`src/rtl/pwmbridge_pkg.sv`:
```
`default_nettype none
// ============================================================================
//  Module      : pwmbridge_pkg
//  Description : Shared encodings for the H-bridge PWM stage: controller
//                states, PWM counter top value and per-leg request codes.
//  Revision    : 1.0 - initial release
// ============================================================================
package pwmbridge_pkg;

    // Controller states
    localparam logic [1:0] c_ST_IDLE = 2'd0;
    localparam logic [1:0] c_ST_DEAD = 2'd1;
    localparam logic [1:0] c_ST_RUN  = 2'd2;

    // PWM counter wraps from this value back to 0 (period of 255 enables)
    localparam logic [7:0] c_PWMTOP  = 8'd254;

    // Leg request codes presented to each dead-time leg
    localparam logic [1:0] c_REQ_OFF = 2'd0;
    localparam logic [1:0] c_REQ_LO  = 2'd1;
    localparam logic [1:0] c_REQ_HI  = 2'd2;

endpackage
`default_nettype wire

```
`src/rtl/pwmbridge_deadleg.sv`:
```
`default_nettype none
// ============================================================================
//  Module      : deadleg
//  Description : One half-bridge leg. Turns a request code into registered
//                hi/lo gate drives, holding each gate off until its
//                complement has been off for DEADTIME consecutive clocks.
//  Revision    : 1.0 - initial release
// ============================================================================
module deadleg
    import pwmbridge_pkg::*;
#(
    parameter int DEADTIME = 16
) (
    input  logic       clk,
    input  logic       reset,
    input  logic       arm,
    input  logic [1:0] req,
    output logic       hi,
    output logic       lo
);

    localparam logic [7:0] c_DT = 8'(DEADTIME);

    logic       r_hi;
    logic       r_lo;
    // Remaining off-time of the complementary gate before this gate may assert
    logic [7:0] r_hiwait;
    logic [7:0] r_lowait;
    logic       w_hi_ok;
    logic       w_lo_ok;

    // A count of 1 means this is the last required off cycle, so the gate
    // may switch on at this edge.
    assign w_hi_ok = !r_lo && (r_hiwait <= 8'd1);
    assign w_lo_ok = !r_hi && (r_lowait <= 8'd1);

    // Gate registers and the two off-time counters (reloaded while the
    // complementary gate is on, or when the controller re-arms the leg)
    always_ff @(posedge clk) begin
        if (reset) begin
            r_hi     <= 1'b0;
            r_lo     <= 1'b0;
            r_hiwait <= c_DT;
            r_lowait <= c_DT;
        end else begin
            r_hi <= (req == c_REQ_HI) && w_hi_ok;
            r_lo <= (req == c_REQ_LO) && w_lo_ok;
            if (arm) begin
                r_hiwait <= c_DT;
                r_lowait <= c_DT;
            end else begin
                if (r_lo)
                    r_hiwait <= c_DT;
                else if (r_hiwait != 8'd0)
                    r_hiwait <= r_hiwait - 8'd1;
                if (r_hi)
                    r_lowait <= c_DT;
                else if (r_lowait != 8'd0)
                    r_lowait <= r_lowait - 8'd1;
            end
        end
    end

    assign hi = r_hi;
    assign lo = r_lo;

endmodule
`default_nettype wire

```
`src/rtl/pwmbridge.sv`:
```
`default_nettype none
// ============================================================================
//  Module      : pwmbridge
//  Description : Per-channel H-bridge PWM stage. PWM counter, double-buffered
//                duty/direction registers, start/reversal coast controller,
//                two dead-time legs and output polarity inversion.
//  Revision    : 1.0 - initial release
// ============================================================================
module pwmbridge
    import pwmbridge_pkg::*;
#(
    parameter int DEADTIME = 16
) (
    input  logic       clk,
    input  logic       reset,
    input  logic       pwmcntce,
    input  logic       run,
    input  logic       motorena,
    input  logic       invphase,
    input  logic       invertpwm,
    input  logic       dutyld,
    input  logic       dirld,
    input  logic [7:0] wrtdata,
    output logic       ahi,
    output logic       alo,
    output logic       bhi,
    output logic       blo,
    output logic [7:0] statusrdata,
    output logic [7:0] dutyrdata
);

    localparam logic [7:0] c_DT = 8'(DEADTIME);

    logic [7:0] r_cnt;
    logic [7:0] r_dutysh;
    logic [7:0] r_dutyact;
    logic       r_dirsh;
    logic       r_diract;
    logic       r_pwmraw;
    logic [1:0] r_state;
    logic [1:0] w_state_nxt;
    logic [7:0] r_deadcnt;
    logic [7:0] w_deadcnt_nxt;
    logic       w_wrap;
    logic       w_en;
    logic       w_drive;
    logic       w_arm;
    logic       w_legb;
    logic [1:0] w_req_a;
    logic [1:0] w_req_b;
    logic       w_ahi;
    logic       w_alo;
    logic       w_bhi;
    logic       w_blo;

    assign w_wrap = pwmcntce && (r_cnt == c_PWMTOP);
    assign w_en   = run && motorena;

    // PWM counter, shadow/active registers and the registered compare
    always_ff @(posedge clk) begin
        if (reset) begin
            r_cnt     <= 8'd0;
            r_dutysh  <= 8'd0;
            r_dutyact <= 8'd0;
            r_dirsh   <= 1'b0;
            r_diract  <= 1'b0;
            r_pwmraw  <= 1'b0;
        end else begin
            if (pwmcntce)
                r_cnt <= w_wrap ? 8'd0 : r_cnt + 8'd1;
            // Active copies take the old shadow, so a write on the wrap
            // cycle waits for the following wrap.
            if (w_wrap) begin
                r_dutyact <= r_dutysh;
                r_diract  <= r_dirsh;
            end
            if (dutyld)
                r_dutysh <= wrtdata;
            if (dirld)
                r_dirsh <= wrtdata[0];
            r_pwmraw <= (r_cnt < r_dutyact);
        end
    end

    // Controller state and coast counter registers
    always_ff @(posedge clk) begin
        if (reset) begin
            r_state   <= c_ST_IDLE;
            r_deadcnt <= c_DT;
        end else begin
            r_state   <= w_state_nxt;
            r_deadcnt <= w_deadcnt_nxt;
        end
    end

    // Next-state logic: losing run/enable always wins; start and reversal
    // both pass through the all-off coast interval.
    always_comb begin
        w_state_nxt   = r_state;
        w_deadcnt_nxt = r_deadcnt;
        if (!w_en) begin
            w_state_nxt = c_ST_IDLE;
        end else begin
            case (r_state)
                c_ST_IDLE: begin
                    w_state_nxt   = c_ST_DEAD;
                    w_deadcnt_nxt = c_DT;
                end
                c_ST_DEAD: begin
                    if (r_deadcnt == 8'd0)
                        w_state_nxt = c_ST_RUN;
                    else
                        w_deadcnt_nxt = r_deadcnt - 8'd1;
                end
                c_ST_RUN: begin
                    // Direction is about to change at this wrap
                    if (w_wrap && (r_dirsh != r_diract)) begin
                        w_state_nxt   = c_ST_DEAD;
                        w_deadcnt_nxt = c_DT;
                    end
                end
                default: begin
                    w_state_nxt = c_ST_IDLE;
                end
            endcase
        end
    end

    // Legs are driven only while staying in RUN, so every exit turns the
    // gates off at the same edge; the exit also re-arms both legs.
    assign w_drive = (r_state == c_ST_RUN) && (w_state_nxt == c_ST_RUN);
    assign w_arm   = (r_state == c_ST_RUN) && (w_state_nxt != c_ST_RUN);
    assign w_legb  = r_diract ^ invphase;

    // Leg requests: the drive leg follows the PWM, the other leg holds low
    always_comb begin
        w_req_a = c_REQ_OFF;
        w_req_b = c_REQ_OFF;
        if (w_drive) begin
            if (!w_legb) begin
                w_req_a = r_pwmraw ? c_REQ_HI : c_REQ_LO;
                w_req_b = c_REQ_LO;
            end else begin
                w_req_a = c_REQ_LO;
                w_req_b = r_pwmraw ? c_REQ_HI : c_REQ_LO;
            end
        end
    end

    deadleg #(
        .DEADTIME (DEADTIME)
    ) u_leg_a (
        .clk   (clk),
        .reset (reset),
        .arm   (w_arm),
        .req   (w_req_a),
        .hi    (w_ahi),
        .lo    (w_alo)
    );

    deadleg #(
        .DEADTIME (DEADTIME)
    ) u_leg_b (
        .clk   (clk),
        .reset (reset),
        .arm   (w_arm),
        .req   (w_req_b),
        .hi    (w_bhi),
        .lo    (w_blo)
    );

    assign ahi = w_ahi ^ invertpwm;
    assign alo = w_alo ^ invertpwm;
    assign bhi = w_bhi ^ invertpwm;
    assign blo = w_blo ^ invertpwm;

    assign statusrdata = {r_state, r_diract, r_pwmraw, 4'b0000};
    assign dutyrdata   = r_dutysh;

endmodule
`default_nettype wire
```
`config.mk`:
```
export PLATFORM = sky130hd
export DESIGN_NAME = pwmbridge
export DESIGN_NICKNAME = d
export VERILOG_FILES = /design/src/rtl/pwmbridge_pkg.sv /design/src/rtl/pwmbridge_deadleg.sv /design/src/rtl/pwmbridge.sv
export SDC_FILE = /design/constraint.sdc
export NUM_CORES = 1
export LEC_CHECK = 0
export ABC_AREA = 1
export CAP_MARGIN = 40
export CORE_UTILIZATION = 50
export DETAILED_ROUTE_END_ITERATION = 6
export HOLD_SLACK_MARGIN = 0.15
export PLACE_DENSITY = 0.72
export SYNTH_ARGS = -nofsm -noshare
export SYNTH_HDL_FRONTEND = slang
export SYNTH_SLANG_ARGS = --single-unit
```
`constraint.sdc`:
```
create_clock -name clk -period 2.15 [get_ports clk]
set_clock_uncertainty 0.1 [all_clocks]
set_input_delay 0.43 -clock clk [delete_from_list [all_inputs] [get_ports clk]]
set_output_delay 0.43 -clock clk [all_outputs]
set_load 0.02 [all_outputs]
```
# Word level (Yosys, flattened, before mapping)
# Index checks and enable logic that the tools add are counted.
dict set report classes {
  mux 13
  n_reduce_logical 29
  n_eq_ne 12
  n_bitwise 5
  magnitude_cmp 5
  n_addsub 6
}
# op n
set ops {}
lappend ops {{subtractor 8 x 1 -> 8 bit, second input constant} 5}
lappend ops {{less-or-equal comparator 8 x 1 -> 1 bit, second input constant} 4}
lappend ops {{nonzero test 8 bit} 4}
lappend ops {{2-to-1 mux 8 bit} 3}
lappend ops {{one-hot mux 8 bit (3 select lines)} 1}
lappend ops {{2-to-1 mux 2 bit} 8}
lappend ops {{logical AND 1 bit} 13}
lappend ops {{OR reduction 3 bit} 4}
lappend ops {{adder 8 x 1 -> 8 bit, second input constant} 1}
lappend ops {{equality test 2 bit, second input constant} 4}
lappend ops {{equality test 8 bit, second input constant} 1}
lappend ops {{logical NOT 8 bit} 1}
lappend ops {{less-than comparator 8 bit} 1}
lappend ops {{equality test 2 x 1 -> 1 bit, second input constant} 3}
lappend ops {{inequality test 2 bit, second input constant} 3}
lappend ops {{one-hot mux 2 bit (3 select lines)} 1}
lappend ops {{bitwise XOR 1 bit} 5}
lappend ops {{logical NOT 1 bit} 4}
lappend ops {{AND reduction 4 bit} 1}
lappend ops {{nonzero test 3 bit} 1}
lappend ops {{logical NOT 2 bit} 1}
lappend ops {{inequality test 1 bit} 1}
dict set report word_totals {
  output_inout_bits 20
  regBits 73
  input_bits 17
  word_cells 86
}

# Depth between registers and ports, before layout
# Gate-level depths: netlist (run 1).
dict set report depth {
  ltp_word 11
  mapped_depth 11
  ltp_nobuf 11
}

# Cells and area by module
# From an unflattened synthesis (run 1), not the netlist that was laid out.
dict set report hier_totals {
  hier_cells 545
  area_unflattened_um2 3925.0
}
# module area_each_um2 instances seq_area_each_um2 cells_each
set modules_own_cells {}
lappend modules_own_cells {pwmbridge 1969.4 1 740.7 269}
lappend modules_own_cells {{deadleg (u_leg_b)} 982.2 1 360.3 137}
lappend modules_own_cells {{deadleg (u_leg_a)} 973.4 1 360.3 139}

# Worst setup path after synthesis (run 1)
# Ideal clock, no wire load.
dict set report synth_path {
  path_kind {reg2reg}
  from {register r_cnt[0]}
  to {register u_leg_a.r_lowait[6]}
  required_time_ns 1.931
  path_stages_with_launch 12
  setup_slack_ns 0.646
  arrival_time_ns 1.286
  setup_ns 0.119
  cell_sequence {dfxtp_1 > inv_1 > ha_1 > nand2_1 > nor2_1 > nand3_1 > nand2_1 > nand2_2 > nand2_4 > nand2_8 > nand2_4 > nor2_2}
}
dict set report synth_via {
  elab_chain_cells 9
}
# element line_no
set synth_lines {}
lappend synth_lines {{from (decl)} pwmbridge.sv:34} ;# logic [7:0] r_cnt;
lappend synth_lines {{from (signal assigned)} pwmbridge.sv:70} ;# r_cnt <= w_wrap ? 8'd0 : r_cnt + 8'd1;
lappend synth_lines {{equality test 8 bit} pwmbridge.sv:56} ;# assign w_wrap = pwmcntce && (r_cnt == c_PWMTOP);
lappend synth_lines {{logical AND 1 bit} pwmbridge.sv:56}
lappend synth_lines {{logical AND 1 bit} pwmbridge.sv:117} ;# if (w_wrap && (r_dirsh != r_diract)) begin
lappend synth_lines {{2-to-1 mux 2 bit} pwmbridge.sv:117}
lappend synth_lines {{one-hot mux 2 bit (3 select lines)} pwmbridge.sv:104} ;# case (r_state)
lappend synth_lines {{2-to-1 mux 2 bit} pwmbridge.sv:101} ;# if (!w_en) begin
lappend synth_lines {{inequality test 2 bit} pwmbridge.sv:132} ;# assign w_arm = (r_state == c_ST_RUN) && (w_state_nxt != c_ST_RUN);
lappend synth_lines {{logical AND 1 bit} pwmbridge.sv:132}
lappend synth_lines {{OR reduction 3 bit (no line)} -}
lappend synth_lines {{to (signal assigned)} pwmbridge_deadleg.sv:50} ;# r_lowait <= c_DT;
lappend synth_lines {{to (signal assigned)} pwmbridge_deadleg.sv:57} ;# r_lowait <= c_DT;
lappend synth_lines {{to (signal assigned)} pwmbridge_deadleg.sv:59} ;# r_lowait <= r_lowait - 8'd1;
lappend synth_lines {{to (decl)} pwmbridge_deadleg.sv:28} ;# logic [7:0] r_lowait;
# No other way between the ends.
# A chain may end at the register's enable or synchronous reset.

# Final worst setup path (run 1)
dict set report layout_path {
  from {input invertpwm}
  to {output blo}
}
dict set report layout_via {
  elab_chain_cells 1
}
# element line_no
set layout_lines {}
lappend layout_lines {{from (decl)} pwmbridge.sv:20} ;# input logic invertpwm,
lappend layout_lines {{bitwise XOR 1 bit} pwmbridge.sv:175} ;# assign blo = w_blo ^ invertpwm;
lappend layout_lines {{to (decl)} pwmbridge.sv:27} ;# output logic blo,
# No other way between the ends.

==> summary.md, run 1 <==
| Metric | Value |
|---|---|
| Fin nets | 575 |
| Gr ovfl total | 0 |
| Setup Viol. Count Final | 0 |
| Root Driver | clkbuf_8 |
| Unrepaired setup endpoints after global routing | no |
| CP Max Fanout | 4 |
| Slew Limit Fails | 0 |
| Finished Cell Area | 4350 µm² |
| Die area | 7740 µm² |
| Top cell type's share of synthesized area | 0.395 |
| Die Width | 88.0 µm |
| Post-synthesis sequential area ratio | 0.395 |
| FF+latch area | 1460 µm² |
| H-tree depth | 3 |
| Diodes inserted | 0 |
| Distinct cells, synth | 36 |
| Actual slew at the worst max-slew pin | 500 ps |
| Tcrit/Tclk final | 0.954 |
| P per Cell Area | 1020 nW/µm² |
| TritonCTS buffer count | 9 |
| Crit path required time | 1620 ps |
| I/O Buffers | 32 |
| CTS max path bufs | 2 |
| Layout overhead on the synthesized area | 17.7% |
| Area of the core | 6980 µm² |
| Max-cap violation count | 0 |
| Worst R2R Setup Slack | 430 ps |
| Synth top area cells | dfxtp_1 40%, nor2_1 10%, nand2_1 7.7% |
| Final min period | 2050 ps |
| Clock-pin slew on the worst setup and hold paths | 70 ps |
| Mapped Cells | 499 |
| Dpl hpwl | 5290 µm |
| Switching share of total power | 0.349 |
| Pre-CTS setup slack | -211 ps |
| Part of the power in registers | 0.402 |
| Initial Util | 0.529 |
| Biggest area consumer among synthesized cells | dfxtp_1 |
| DRC errors left | 0 |
| DRT Pass-1 Iters | 4 |
| IO Count | 37 |
| Comb power frac | 0.323 |
| Peak supply drop | 0.000422 V |
| Setup crit start kind | primary input |
| PnR worst setup slack | 99.5 ps |
| Vert. Die Dim | 88.0 µm |
| Total track usage | 0.208 |
| CTS tree | done |
| WL final | 7280 µm |
| Via/cell ratio | 4.89 |
| Initial antenna violation count | 0 |
| Slew HR | 0.666 |
| Int Power | 2.89 mW |
| Final Hold Fails | 0 |
| Wire length of the first global-routing pass | 12500 µm |
| Kind of critical path | in2out |
| Layout cells sized above 1 | 0.0899 |
| Largest net degree at the start of global routing | 21 |
| Placed inst area | 4130 µm² |
| Vias in the first global route | 2950 |
| Leakage | 1.90 nW |
| Area occupied by multi-input gates | 1970 µm² |
| Element type at the critical path end | output port |
| Mean post-synth cell area | 7.41 µm² |
| Outcome | finished clean |
| Final ANT Viol Nets | 0 |
| Sink Count | 73 |
| Post-synthesis register bit count | 73 |
| Total of warnings raised by yosys | 0 |
| Worst skew pair latency | 350 ps |
| DR iter-0 viols | 96 |
| Synthesized area | 3700 µm² |
| Rows | 30 |
| Vias | 3132 |
| Total net switching power | 1.55 mW |
| GP Congestion | 0.874 |
| Share of power burned in the clock network | 0.275 |
| DR WL/cell | 11.4 µm |
| Worst EP arrival | 1520 ps |
| Maximum clock rate | 0.488 GHz |
| Hold crit path type | reg2reg |
| Fillers | 633 |
Yosys cell counts:
library cell  instances
dfxtp_1              73
inv_1                57
o21bai_1              2
nand2_2               3
nor3_1                7
o2111ai_1             2
nor4_1                1
buf_2                 1
or2_2                 1
nor2_1               99
and3_1                1
nor2_4                2
nand3_1              22
nand3b_1              1
buf_1                 1
nand2_1              76
xor2_1               20
clkbuf_1              3
or3_1                 1
ha_1                 18
nand3_2               1
o21a_1                2
a21oi_1              29
nor2_2               12
and2_1                1
buf_4                 6
a211oi_1              1
o211ai_1              2
nand2_4               5
o31ai_1               3
nor3_2                2
xnor2_1               8
nand2_8               1
conb_1                1
o21ai_0              26
nand4_1               8
sequential cells by signal (all words and copies together) (netlist names):
register          flops
u_leg_b.hi            1
u_leg_b.lo            1
u_leg_a.hi            1
r_diract              1
r_cnt                 8
dutyrdata             8
u_leg_a.lo            1
u_leg_a.r_lowait      8
u_leg_b.r_hiwait      8
u_leg_a.r_hiwait      8
r_deadcnt             8
u_leg_b.r_lowait      8
r_state               2
r_dirsh               1
r_pwmraw              1
r_dutyact             8
cells by family (layout without fill, tap and decap cells):
group	after synthesis	count (layout)	synth area share
AOI/OAI and AO/OA	67	67	0.0995
xor gates and xnor gates	28	28	0.0664
adders and majority gates	18	18	0.0609
buffers and inverters	68	111	0.0755
DFF	73	73	0.395
other	1	4	0.00101
and+or+nand+nor	244	244	0.301
final timing paths:
check,startpoint,end,cells after the start
max,invertpwm,blo,3
min,r_dutyact[6]$_SDFFE_PP0N_,r_dutyact[6]$_SDFFE_PP0N_,2
min reg2reg,r_dutyact[6]$_SDFFE_PP0N_,r_dutyact[6]$_SDFFE_PP0N_,2
max reg2reg,r_cnt[0]$_SDFFE_PP0P_,r_deadcnt[0]$_SDFFE_PP0P_,11
stage by stage:
stage | hold slack [ps] | utilization | std cells | power [mW] | setup TNS, ps
6_report | 366 | 0.623 | 641 | 4.44 | 0
4_1_cts | 367 | 0.623 | 641 | 4.47 | 0
2_1_floorplan | 333 | - | 502 | 2.93 | 0
3_5_place_dp | 356 | 0.591 | 625 | 3.22 | -743
5_1_grt | 396 | 0.623 | 641 | 4.77 | 0
3_3_place_gp | 350 | 0.591 | 625 | 3.18 | -588
routing by layer:
layer / vias to the layer above / global-route usage / share of wire
met5: - / 0 / 0
met4: 0 / 0.0849 / 0.015
met3: 9 / 0.0556 / 0.043
met2: 59 / 0.354 / 0.46
met1: 1399 / 0.248 / 0.48
li1: 1665 / - / -
critical path, cell delays in order:
cell and delay [ps]:
clkdlybuf4s50_1 580, xor2_1 160, dlygate4sd2_1 350
placed cells by master (no fill, tap or decap), drive strengths merged:
cell and instances:
o31ai 3, o21a 2, conb 4, o21ai 26, clkbuf 11, a211oi 1
nand3b 1, clkdlybuf4s50 28, bufinv 2, dfxtp 73, ha 18, nand4 8
nand3 23, xnor2 8, o211ai 2, xor2 20, clkinvlp 1, inv 57
nor3 9, nor2 113, or3 1, o21bai 2, dlygate4sd2 4, o2111ai 2
or2 1, buf 6, and3 1, and2 1, clkinv 2, a21oi 29
nand2 85, nor4 1
power by group through the flow:
stage	Combinational [mW]	Sequential, mW	Clock (mW)
2_1_floorplan	1.15	1.78	0
3_3_place_gp	1.38	1.80	0
3_5_place_dp	1.42	1.80	0
4_1_cts	1.43	1.78	1.26
5_1_grt	1.65	1.82	1.30
6_report	1.43	1.78	1.22
timing repair:
item / CTS / global route
setup buffers: 0 / 0
gates resized for setup: 4 / 0
hold buffers: 0 / 0
endpoints found under the setup margin: 4 / 0
final cells by class:
type	instances	share of cell area
multi-input cells	361	0.452
flip-flops and latches	73	0.336
repair buffers	38	0.0828
inverters	57	0.0492
clock buffers	11	0.0348
well taps	96	0.0276
clock inverters	5	0.0178
Power figures use the tool's default switching activity.
==> run 2: changes to the inputs <==
- SKIP_LAST_GASP: not set -> 1
==> results of run 2 <==
Same layout as run 1: the final DEF is identical, and so are final timing and power.
==> run 3: changes to the inputs <==
- CTS_CLUSTER_SIZE: not set -> 10
==> results of run 3 <==
Same layout as run 1: the final DEF is identical, and so are final timing and power.
==> variant: new RTL, flow settings as in run 1 <==
One comparison of `r_cnt` changes from == to >=.
--- a/src/rtl/pwmbridge.sv
+++ b/src/rtl/pwmbridge.sv
@@ -55,3 +55,3 @@
 
-    assign w_wrap = pwmcntce && (r_cnt == c_PWMTOP);
+    assign w_wrap = pwmcntce && (r_cnt >= c_PWMTOP);
     assign w_en   = run && motorena;
Check against the original RTL: same outputs for any inputs over 10 cycles, from zero or initial values and one cycle with reset high; that may be too few to reach the edited logic, so the function may still have changed.
==> variant against run 1 <==
  * Power decreased by 2.4%
  * Final cell count increased by 1.1%
  * Die area decreased by 0.52%
  * Worst setup slack got worse by 0.053 ns
  * Synthesized area decreased by 0.54%
  * Design area decreased by 1.0%
  * Fmax decreased by 2.5%
  * Sequential cell count unchanged
  * Wire length decreased by 5.6%
==> variant: results (changes against run 1) <==
drive_gt1_frac: 0.07790  # -0.01201
clockBufferDepth: 2  # unchanged
drt_pre_antenna_iters: 4  # unchanged
nFillCells: 631  # -0.32%
ys_warn_count: 0  # unchanged
dp_hpwl_mm: 5.196  # -1.8%
critPathSlowestCell: "clkdlybuf4s50_1"
groute.usage.overall: 0.1972  # -0.01082
io_buffers: 32  # unchanged
topRoutingLayerUsed: "met4"
numCtsBuffers: 9  # unchanged
placed_cells: 633  # +1.3%
wl_met2_mm: 3.086  # -8.0%
outcome: "complete, no violations"
grt_pass1_vias: 2802  # -5.0%
htreeDepth: 3  # unchanged
antenna_found_initial: 0  # unchanged
cts_root_buf: "clkbuf_8"
antennaDiodeCount: 0  # unchanged
pre_cts_ws_ns: -0.2512  # -0.04063 ns
ys_seq_area_frac: 0.3975  # +0.002153
met3_length_microns: 255  # -19%
clk_latency_ns: 0.35  # about the same
nets: 583  # +1.4%
syn-mean-instance-area_sq_um: 7.279  # -1.7%
drt-met1-wl_mm: 3.417  # -2.3%
hold_path_class: "flip-flop to flip-flop"
leakage_uw: 0.001892  # -0.42%
worstPathArrival_ns: 1.57  # +0.05 ns
synthTopCellsByArea: "dfxtp_1 (40%), nor2_1 (11%), nand2_1 (8.7%)"
globalplace.congestion: 0.8060  # -7.8%
tns_ns: 0  # unchanged
max-vdd-ir-drop_v: 0.0006583  # +56%
synth_cell_types: 32  # -11%
fin_cells: 648  # +1.1%
synth_common_cells: "nor2_1 (105), nand2_1 (85), dfxtp_1 (73)"
slowest_delay_ns: 0.59
path_max_fanout: 4  # unchanged
routedWlPerCell_microns: 10.60  # -6.7%
grt_pass1_wl_mm: 11.91  # -4.4%
clk_pin_slew_worst_paths_ns: 0.08
cp_top_family: "buffers and inverters"
drt_iter0_markers: 76  # -21%
placed_area_sq_mm: 0.004119  # -0.21%
drt-vias-per-instance: 4.733  # -3.1%
grt_max_degree: 19  # -9.5%
ys_async_sr_fraction: 0  # unchanged
variant: cell count changes in the layout (fill, tap and decap cells not counted), moves of 3 or more:
cell / before / now
nand2_1: 76 / 85
inv_1: 57 / 60
nor2_2: 12 / 4
nor2_1: 99 / 105
xnor2_1: 8 / 4
xor2_1: 20 / 26
nand4_1: 8 / 4
variant: logic make-up (layout without fill, tap and decap cells):
logic type	after synthesis	after routing	share of synthesized area
AOI/OAI and AO/OA	65	65	0.09564
other	1	4	0.001020
xor gates and xnor gates	30	30	0.07148
and+or+nand+nor	247	247	0.2941
DFF	73	73	0.3975
buffers and inverters	71	115	0.07896
adders and majority gates	18	18	0.06127
variant: metal layers:
layer | vias to the layer above | global-route usage
li1 | 1669 | -
met1 | 1343 | 0.2484
met2 | 42 | 0.3235
met3 | 13 | 0.05090
met4 | 0 | 0.07601
met5 | - | 0
variant: layout make-up:
type / instances / area [sq um] / area share
flip-flops and latches: 73 / 1461 / 0.3392
clock buffers: 10 / 137.6 / 0.03195
repair buffers: 39 / 367.9 / 0.08539
multi-input cells: 364 / 1936 / 0.4493
inverters: 61 / 229.0 / 0.05315
clock inverters: 5 / 56.30 / 0.01307
well taps: 96 / 120.1 / 0.02788
variant: where the power goes:
| part | internal [uW] | total [uW] | switching (uW) |
|---|---|---|---|
| registers | 1600 | 1780 | 179 |
| logic | 613 | 1490 | 879 |
| clock network | 559 | 1060 | 502 |
| total | 2780 | 4330 | 1560 |
variant: worst paths after layout:
check,cells after the start,from,end,slack [ns]
max,3,invertpwm,bhi,0.05
min,2,r_dutyact[2],r_dutyact[2],0.36
max reg2reg,8,r_deadcnt[0],r_deadcnt[1],0.43
min reg2reg,2,r_dutyact[2],r_dutyact[2],0.36
variant: repair_timing:
item	in CTS	in global routing
hold buffers	0	0
resized for setup	4	0
setup buffers	0	0
setup endpoints to repair	4	0
variant: stage by stage:
stage / power (uW) / util
2_1_floorplan: 2993 / -
3_3_place_gp: 3239 / 0.5932
3_5_place_dp: 3299 / 0.5932
4_1_cts: 4367 / 0.6204
5_1_grt: 4695 / 0.6204
6_report: 4335 / 0.6204
variant: worst register-to-register path, cell delays in order (launching register included):
cell	delay [ns]
dfxtp_1	0.34
inv_1	0.09
ha_1	0.25
nand2_2	0.13
nor2_4	0.06
a21oi_2	0.19
nand2_2	0.18
o21bai_1	0.22
nor2_1	0.07
